<file path="src/rtl/corr_pkg.sv">
// Shared constants and helpers for the MSDFT correlator chain.
package corr_pkg;

    // MSDFT bin component width and the resulting power width.
    localparam int unsigned BIN_WIDTH     = 16;
    localparam int unsigned POW_WIDTH     = 32;
    localparam int unsigned LEN_DEF_WIDTH = 16;

    // Ceiling log2, used at integration to size window-length fields.
    function automatic int unsigned clog2(input int unsigned value);
        int unsigned result;
        result = 0;
        for (int unsigned i = 0; i < 32; i++) begin
            if ((64'(1) << i) < 64'(value)) begin
                result = i + 1;
            end
        end
        return result;
    endfunction

endpackage

</file>
<file path="src/rtl/pow_acc_ctrl_if.sv">
// Sample-in / power-out bus between the MSDFT stage and the accumulator.
interface pow_acc_ctrl_if
    import corr_pkg::*;
#(
    parameter int unsigned DIN_WIDTH  = BIN_WIDTH,
    parameter int unsigned DOUT_WIDTH = POW_WIDTH,
    parameter int unsigned LEN_WIDTH  = LEN_DEF_WIDTH
);
    logic signed [DIN_WIDTH-1:0] din_re;
    logic signed [DIN_WIDTH-1:0] din_im;
    logic                        din_valid;
    logic [LEN_WIDTH-1:0]        acc_len;
    logic [DOUT_WIDTH-1:0]       dout;
    logic                        dout_valid;
    logic                        acc_done;
    logic [LEN_WIDTH-1:0]        win_count;

    // Producer side: drives bins and window length, observes the framed power.
    modport master (
        output din_re, din_im, din_valid, acc_len,
        input  dout, dout_valid, acc_done, win_count
    );

    // Block side.
    modport slave (
        input  din_re, din_im, din_valid, acc_len,
        output dout, dout_valid, acc_done, win_count
    );
endinterface

</file>
<file path="src/rtl/pow_acc_ctrl_complex_pow.sv">
// Three-stage |x|^2 pipeline: register inputs, square each component, sum.
module complex_pow
    import corr_pkg::*;
#(
    parameter int unsigned DIN_WIDTH = BIN_WIDTH
) (
    input  logic                          clk,
    input  logic                          rst,
    input  logic signed [DIN_WIDTH-1:0]   din_re,
    input  logic signed [DIN_WIDTH-1:0]   din_im,
    input  logic                          din_valid,
    output logic [2*DIN_WIDTH-1:0]        pow,
    output logic                          pow_valid,
    output logic                          sq_valid
);
    localparam int unsigned PW = 2 * DIN_WIDTH;

    logic signed [DIN_WIDTH-1:0] s1_re;
    logic signed [DIN_WIDTH-1:0] s1_im;
    logic                        s1_valid;
    logic signed [PW-1:0]        sq_re;
    logic signed [PW-1:0]        sq_im;

    // Stage 1: capture the incoming bin; data only moves on valid cycles.
    always_ff @(posedge clk) begin
        if (!rst) begin
            s1_valid <= 1'b0;
            s1_re    <= '0;
            s1_im    <= '0;
        end else begin
            s1_valid <= din_valid;
            if (din_valid) begin
                s1_re <= din_re;
                s1_im <= din_im;
            end
        end
    end

    // Stage 2: signed squares, sign-extended so the full product is kept.
    always_ff @(posedge clk) begin
        if (!rst) begin
            sq_valid <= 1'b0;
            sq_re    <= '0;
            sq_im    <= '0;
        end else begin
            sq_valid <= s1_valid;
            if (s1_valid) begin
                sq_re <= PW'(s1_re) * PW'(s1_re);
                sq_im <= PW'(s1_im) * PW'(s1_im);
            end
        end
    end

    // Stage 3: unsigned sum; max 2^(PW-1) so it cannot wrap. Holds when idle.
    always_ff @(posedge clk) begin
        if (!rst) begin
            pow_valid <= 1'b0;
            pow       <= '0;
        end else begin
            pow_valid <= sq_valid;
            if (sq_valid) begin
                pow <= $unsigned(sq_re) + $unsigned(sq_im);
            end
        end
    end

endmodule

</file>
<file path="src/rtl/pow_acc_ctrl.sv">
// Power computation plus accumulator framing (acc_done / window index).
module pow_acc_ctrl
    import corr_pkg::*;
#(
    parameter int unsigned DIN_WIDTH  = BIN_WIDTH,
    parameter int unsigned DOUT_WIDTH = POW_WIDTH,
    parameter int unsigned LEN_WIDTH  = LEN_DEF_WIDTH
) (
    input  logic         clk,
    input  logic         rst,
    pow_acc_ctrl_if.slave bus
);
    localparam int unsigned PW = 2 * DIN_WIDTH;

    logic [PW-1:0]        pow;
    logic                 pow_valid;
    logic                 sq_valid;
    logic [LEN_WIDTH-1:0] cnt;
    logic [LEN_WIDTH-1:0] len_r;
    logic [LEN_WIDTH-1:0] len_eff_c;
    logic                 acc_done_q;
    logic [LEN_WIDTH-1:0] win_count_q;

    complex_pow #(
        .DIN_WIDTH (DIN_WIDTH)
    ) u_complex_pow (
        .clk       (clk),
        .rst       (rst),
        .din_re    (bus.din_re),
        .din_im    (bus.din_im),
        .din_valid (bus.din_valid),
        .pow       (pow),
        .pow_valid (pow_valid),
        .sq_valid  (sq_valid)
    );

    // A zero window length behaves as a one-sample window.
    always_comb begin
        len_eff_c = bus.acc_len;
        if (bus.acc_len == '0) begin
            len_eff_c = LEN_WIDTH'(1);
        end
    end

    // Window counter, updated on the same edge the power reaches the output.
    // cnt==0 marks a window start; reset leaves it there so the first output
    // after reset frames a fresh window. Length is latched only at a start.
    always_ff @(posedge clk) begin
        if (!rst) begin
            cnt         <= '0;
            len_r       <= LEN_WIDTH'(1);
            acc_done_q  <= 1'b0;
            win_count_q <= '0;
        end else begin
            acc_done_q <= 1'b0;
            if (sq_valid) begin
                win_count_q <= cnt;
                if (cnt == '0) begin
                    acc_done_q <= 1'b1;
                    len_r      <= len_eff_c;
                    if (len_eff_c == LEN_WIDTH'(1)) begin
                        cnt <= '0;
                    end else begin
                        cnt <= LEN_WIDTH'(1);
                    end
                end else if (cnt == LEN_WIDTH'(len_r - LEN_WIDTH'(1))) begin
                    cnt <= '0;
                end else begin
                    cnt <= LEN_WIDTH'(cnt + LEN_WIDTH'(1));
                end
            end
        end
    end

    // Outputs come straight from registers; power is zero-extended.
    assign bus.dout       = DOUT_WIDTH'(pow);
    assign bus.dout_valid = pow_valid;
    assign bus.acc_done   = acc_done_q;
    assign bus.win_count  = win_count_q;

endmodule

</file>
<file path="src/flat_wrapper.sv">
// flat-port wrapper written by rule: the top's interface ports become plain ports
module pow_acc_ctrl_flat import corr_pkg::*;
#(
    parameter int unsigned DIN_WIDTH  = BIN_WIDTH,
    parameter int unsigned DOUT_WIDTH = POW_WIDTH,
    parameter int unsigned LEN_WIDTH  = LEN_DEF_WIDTH
)
  (clk, rst, bus_din_re, bus_din_im, bus_din_valid, bus_acc_len, bus_dout, bus_dout_valid, bus_acc_done, bus_win_count);
  pow_acc_ctrl_if #(.DIN_WIDTH(DIN_WIDTH), .DOUT_WIDTH(DOUT_WIDTH), .LEN_WIDTH(LEN_WIDTH)) bus_i ();
  input  logic clk;
  input  logic rst;
  input wire logic [$bits(bus_i.din_re)-1:0] bus_din_re;
  input wire logic [$bits(bus_i.din_im)-1:0] bus_din_im;
  input wire logic [$bits(bus_i.din_valid)-1:0] bus_din_valid;
  input wire logic [$bits(bus_i.acc_len)-1:0] bus_acc_len;
  output wire logic [$bits(bus_i.dout)-1:0] bus_dout;
  output wire logic [$bits(bus_i.dout_valid)-1:0] bus_dout_valid;
  output wire logic [$bits(bus_i.acc_done)-1:0] bus_acc_done;
  output wire logic [$bits(bus_i.win_count)-1:0] bus_win_count;
  assign bus_i.din_re = bus_din_re;
  assign bus_i.din_im = bus_din_im;
  assign bus_i.din_valid = bus_din_valid;
  assign bus_i.acc_len = bus_acc_len;
  assign bus_dout = bus_i.dout;
  assign bus_dout_valid = bus_i.dout_valid;
  assign bus_acc_done = bus_i.acc_done;
  assign bus_win_count = bus_i.win_count;
  pow_acc_ctrl #(.DIN_WIDTH(DIN_WIDTH), .DOUT_WIDTH(DOUT_WIDTH), .LEN_WIDTH(LEN_WIDTH)) u_core (.clk(clk), .rst(rst), .bus(bus_i));
endmodule
</file>
<file path="config.mk">
export PLATFORM = sky130hd
export DESIGN_NAME = pow_acc_ctrl_flat
export DESIGN_NICKNAME = d
export VERILOG_FILES = /design/src/rtl/corr_pkg.sv /design/src/rtl/pow_acc_ctrl_if.sv /design/src/rtl/pow_acc_ctrl_complex_pow.sv /design/src/rtl/pow_acc_ctrl.sv /design/src/flat_wrapper.sv
export SDC_FILE = /design/constraint.sdc
export NUM_CORES = 2
export LEC_CHECK = 0
export ABC_AREA = 1
export CAP_MARGIN = 0
export CORE_ASPECT_RATIO = 0.9
export CORE_MARGIN = 4
export CORE_UTILIZATION = 45
export DETAILED_ROUTE_END_ITERATION = 8
export PLACE_DENSITY = 0.7
export SLEW_MARGIN = 5
export SYNTH_ARGS = -nofsm -noshare
export SYNTH_HDL_FRONTEND = slang
export SYNTH_HIERARCHICAL = 1
export SYNTH_SLANG_ARGS = --single-unit
</file>
<file path="constraint.sdc">
create_clock -name clk -period 5.93 [get_ports clk]
set_input_delay 1.186 -clock clk [delete_from_list [all_inputs] [get_ports clk]]
set_output_delay 1.186 -clock clk [all_outputs]
set_load 0.005 [all_outputs]
</file>
==> metrics.csv <==
metric;value;unit
start_util;0.454;
avgSynthCellArea;7.25;µm²
ff2ff_path_depth;24;
design.core.area;64100;µm²
post_route_cells_drive_above_1_share;0.0512;
crit_type;register to register;
wl;73.7;mm
cts_sinks;178;
async_flop_share;0;
cts_buffer_depth;2;
drt_first_pass_iters;9;
setup.worst_path.start;u_core/u_complex_pow/s1_re[2];
hpwl;62.5;mm
r2r-start;u_core/u_complex_pow/s1_re[2];
area_growth_syn_to_layout;9.65;%
synthFlopType;dfxtp_1;
die_w;276;µm
hp-class;register to register;
relSlewSlack;0.319;
cts-root-buf;clkbuf_16;
yosysWarnings;6;
worst_pin_slew;1.02;ns
netlist_instances;4016;
cp-start-kind;register;
synthTopCellsByCount;inv_1 (1,071), nand2_1 (998), fa_1 (468);
gp_congestion;0.956;
peakVddDrop;0.188;mV
wire_per_inst;14.9;µm
status;complete, no violations;
synth_edf_count;0;
nets;4821;
finalHoldViolCount;0;
port_buffers;100;
antenna_found_initial;3;
dieArea;68800;µm²
synth.area.top_cells;fa_1 (32%), inv_1 (14%), nand2_1 (13%);
vias;24124;
synth_top_area_frac;0.322;
rows;88;
post-synth-top-count-cell;inv_1;
diodes;0;
setup_viol;0;
tritoncts;built;
ys_seq_elements;178;
drt_iter0_drc;1761;
min_period;5.69;ns
ant_nets;0;
grt_max_degree;89;
critPathMaxFanout;10;
die_height;249;µm
yosysTopAreaCell;fa_1;
end_kind;register;
grt_pass1_wl;124;mm
via_per_inst;4.87;
grt_pass1_vias;24396;
multi_input_area;21000;µm²
synth_cell_types;48;
grt_usage;0.220;
synthesis.area;29100;µm²
overflow;0;
io_pins;101;
clk_pin_slew_worst_paths;0.09;ns
fin_util;0.498;
rsz0062_at_grt;yes;
crit_path_end;u_core/u_complex_pow/sq_re[29];
cp.arrival;6.08;ns
p_per_area;261;nW/µm²
numCtsBuffers;17;
clk_latency;0.49;ns
drc;0;
r2r_slack;0.24;ns
cts-htree-levels;4;
ff_latch_area;3590;µm²
skew;0.0196;ns
dp_slack;0.112;ns
syn_nets;4748;
finalWorstSetupSlack;0.237;ns
report.final.slew_viol_count;0;
critical_path_required;6.32;ns
p_leak;0.0184;µW
ys_seq_area_frac;0.122;
maxCapViolations;0;
fillers;6387;
r2r-end;u_core/u_complex_pow/sq_re[29];
fmax;176;MHz
period_share;0.960;
cts_setup_buffers;0;
[flip-flops by register name, indices dropped and copies added, names as in the netlist]
name                            cells
u_core/bus.acc_done                 1
u_core/u_complex_pow/sq_im         31
u_core/u_complex_pow/sq_re         31
u_core/u_complex_pow/sq_valid       1
u_core/u_complex_pow/s1_im         16
u_core/bus.win_count               16
u_core/cnt                         16
u_core/u_complex_pow/s1_re         16
u_core/u_complex_pow/s1_valid       1
u_core/u_complex_pow/pow           32
u_core/u_complex_pow/pow_valid      1
u_core/len_r                       16
[cell usage in the layout (no fill, tap or decap), types with 9 or more instances in the layout]
cell type / n
nand3_2: 14
nor3_1: 20
nor2_2: 9
a21oi_2: 14
fa_1: 462
dfxtp_2: 16
buf_4: 74
ha_1: 213
nand3b_1: 9
o21ai_0: 122
nand3_1: 163
xnor2_1: 15
dfxtp_1: 161
inv_1: 1069
nand4_1: 45
nand2_1: 998
xor2_1: 55
a21oi_1: 140
clkbuf_16: 17
nand2_2: 10
clkdlybuf4s50_1: 99
nor2_1: 256
o21bai_1: 23
[how the worst min path moves through the flow]
stage          slack (ns)                        endpoint                      startpoint  cells after the start
2_1_floorplan        0.43   u_core/u_complex_pow/sq_im[0]   u_core/u_complex_pow/sq_im[0]                      2
5_1_grt              0.49  u_core/u_complex_pow/sq_im[27]  u_core/u_complex_pow/sq_im[27]                      2
3_5_place_dp         0.45  u_core/u_complex_pow/sq_re[13]  u_core/u_complex_pow/sq_re[13]                      2
4_1_cts              0.47  u_core/u_complex_pow/sq_im[27]  u_core/u_complex_pow/sq_im[27]                      2
3_3_place_gp         0.45  u_core/u_complex_pow/sq_re[13]  u_core/u_complex_pow/sq_re[13]                      2
6_report             0.47  u_core/u_complex_pow/sq_re[13]  u_core/u_complex_pow/sq_re[13]                      2
[layout make-up]
type	count	area share
Clock buffer	17	0.0133
Clock inverter	15	0.00525
Inverter	1076	0.127
Multi-Input combinational cell	2641	0.659
Sequential cell	178	0.112
Tap cell	855	0.0335
Timing Repair Buffer	175	0.0497
[repair_timing]
action / 4_1_cts / 5_1_grt
hold buffers: 0 / 0
setup endpoints to repair: 0 / 32
gates resized for setup: 0 / 25
[where the power goes]
part           internal [µW]  leakage, µW  switching [µW]
sequential              1310      0.00147             123
combinational           2090       0.0167            3600
clock                    598     0.000287             600
[cells by family (layout without fill, tap and decap cells)]
logic type | count (synthesis) | count (layout) | synth area share
and+or+nand+nor | 1550 | 1550 | 0.222
adders and majority gates | 681 | 681 | 0.413
xor gates and xnor gates | 70 | 70 | 0.0211
DFF | 178 | 178 | 0.122
buffers and inverters | 1197 | 1283 | 0.155
AOI/OAI and AO/OA | 340 | 340 | 0.0658
[metal layers]
metal	GRT usage	wire length, µm	vias up
met2	0.345	31800	609
met5	0	13	-
li1	-	-	12003
met1	0.322	35900	11428
met4	0.0471	1270	2
met3	0.0380	4700	82
[worst max-delay path: stages (launching register included)]
cell and delay (ns):
dfxtp_1 0.37, buf_4 0.21, nand2_1 0.10, inv_1 0.07, fa_1 0.51, inv_1 0.06, fa_1 0.57, fa_1 0.47
fa_1 0.55, inv_1 0.05, fa_1 0.48, inv_1 0.05, fa_1 0.48, inv_1 0.04, ha_1 0.34, nand2_1 0.20
inv_1 0.08, a21oi_2 0.19, nand3_1 0.16, nand3_1 0.19, nand3_1 0.09, nand2_1 0.07, nand3_1 0.11, nand2_1 0.09
inv_1 0.04
[per-stage QoR]
stage	hold slack [ns]	cells	TNS [ns]	power (µW)	cell area, µm²
finish	0.469	4957	0	8330	31900
global route	0.485	4957	-0.0341	9290	31900
CTS	0.468	4957	0	8340	31900
detailed placement	0.454	4925	0	7090	31300
global placement	0.450	4925	0	7000	31300
floorplan	0.432	4016	0	5530	29100
No activity file was read; power rests on OpenSTA's default activity.
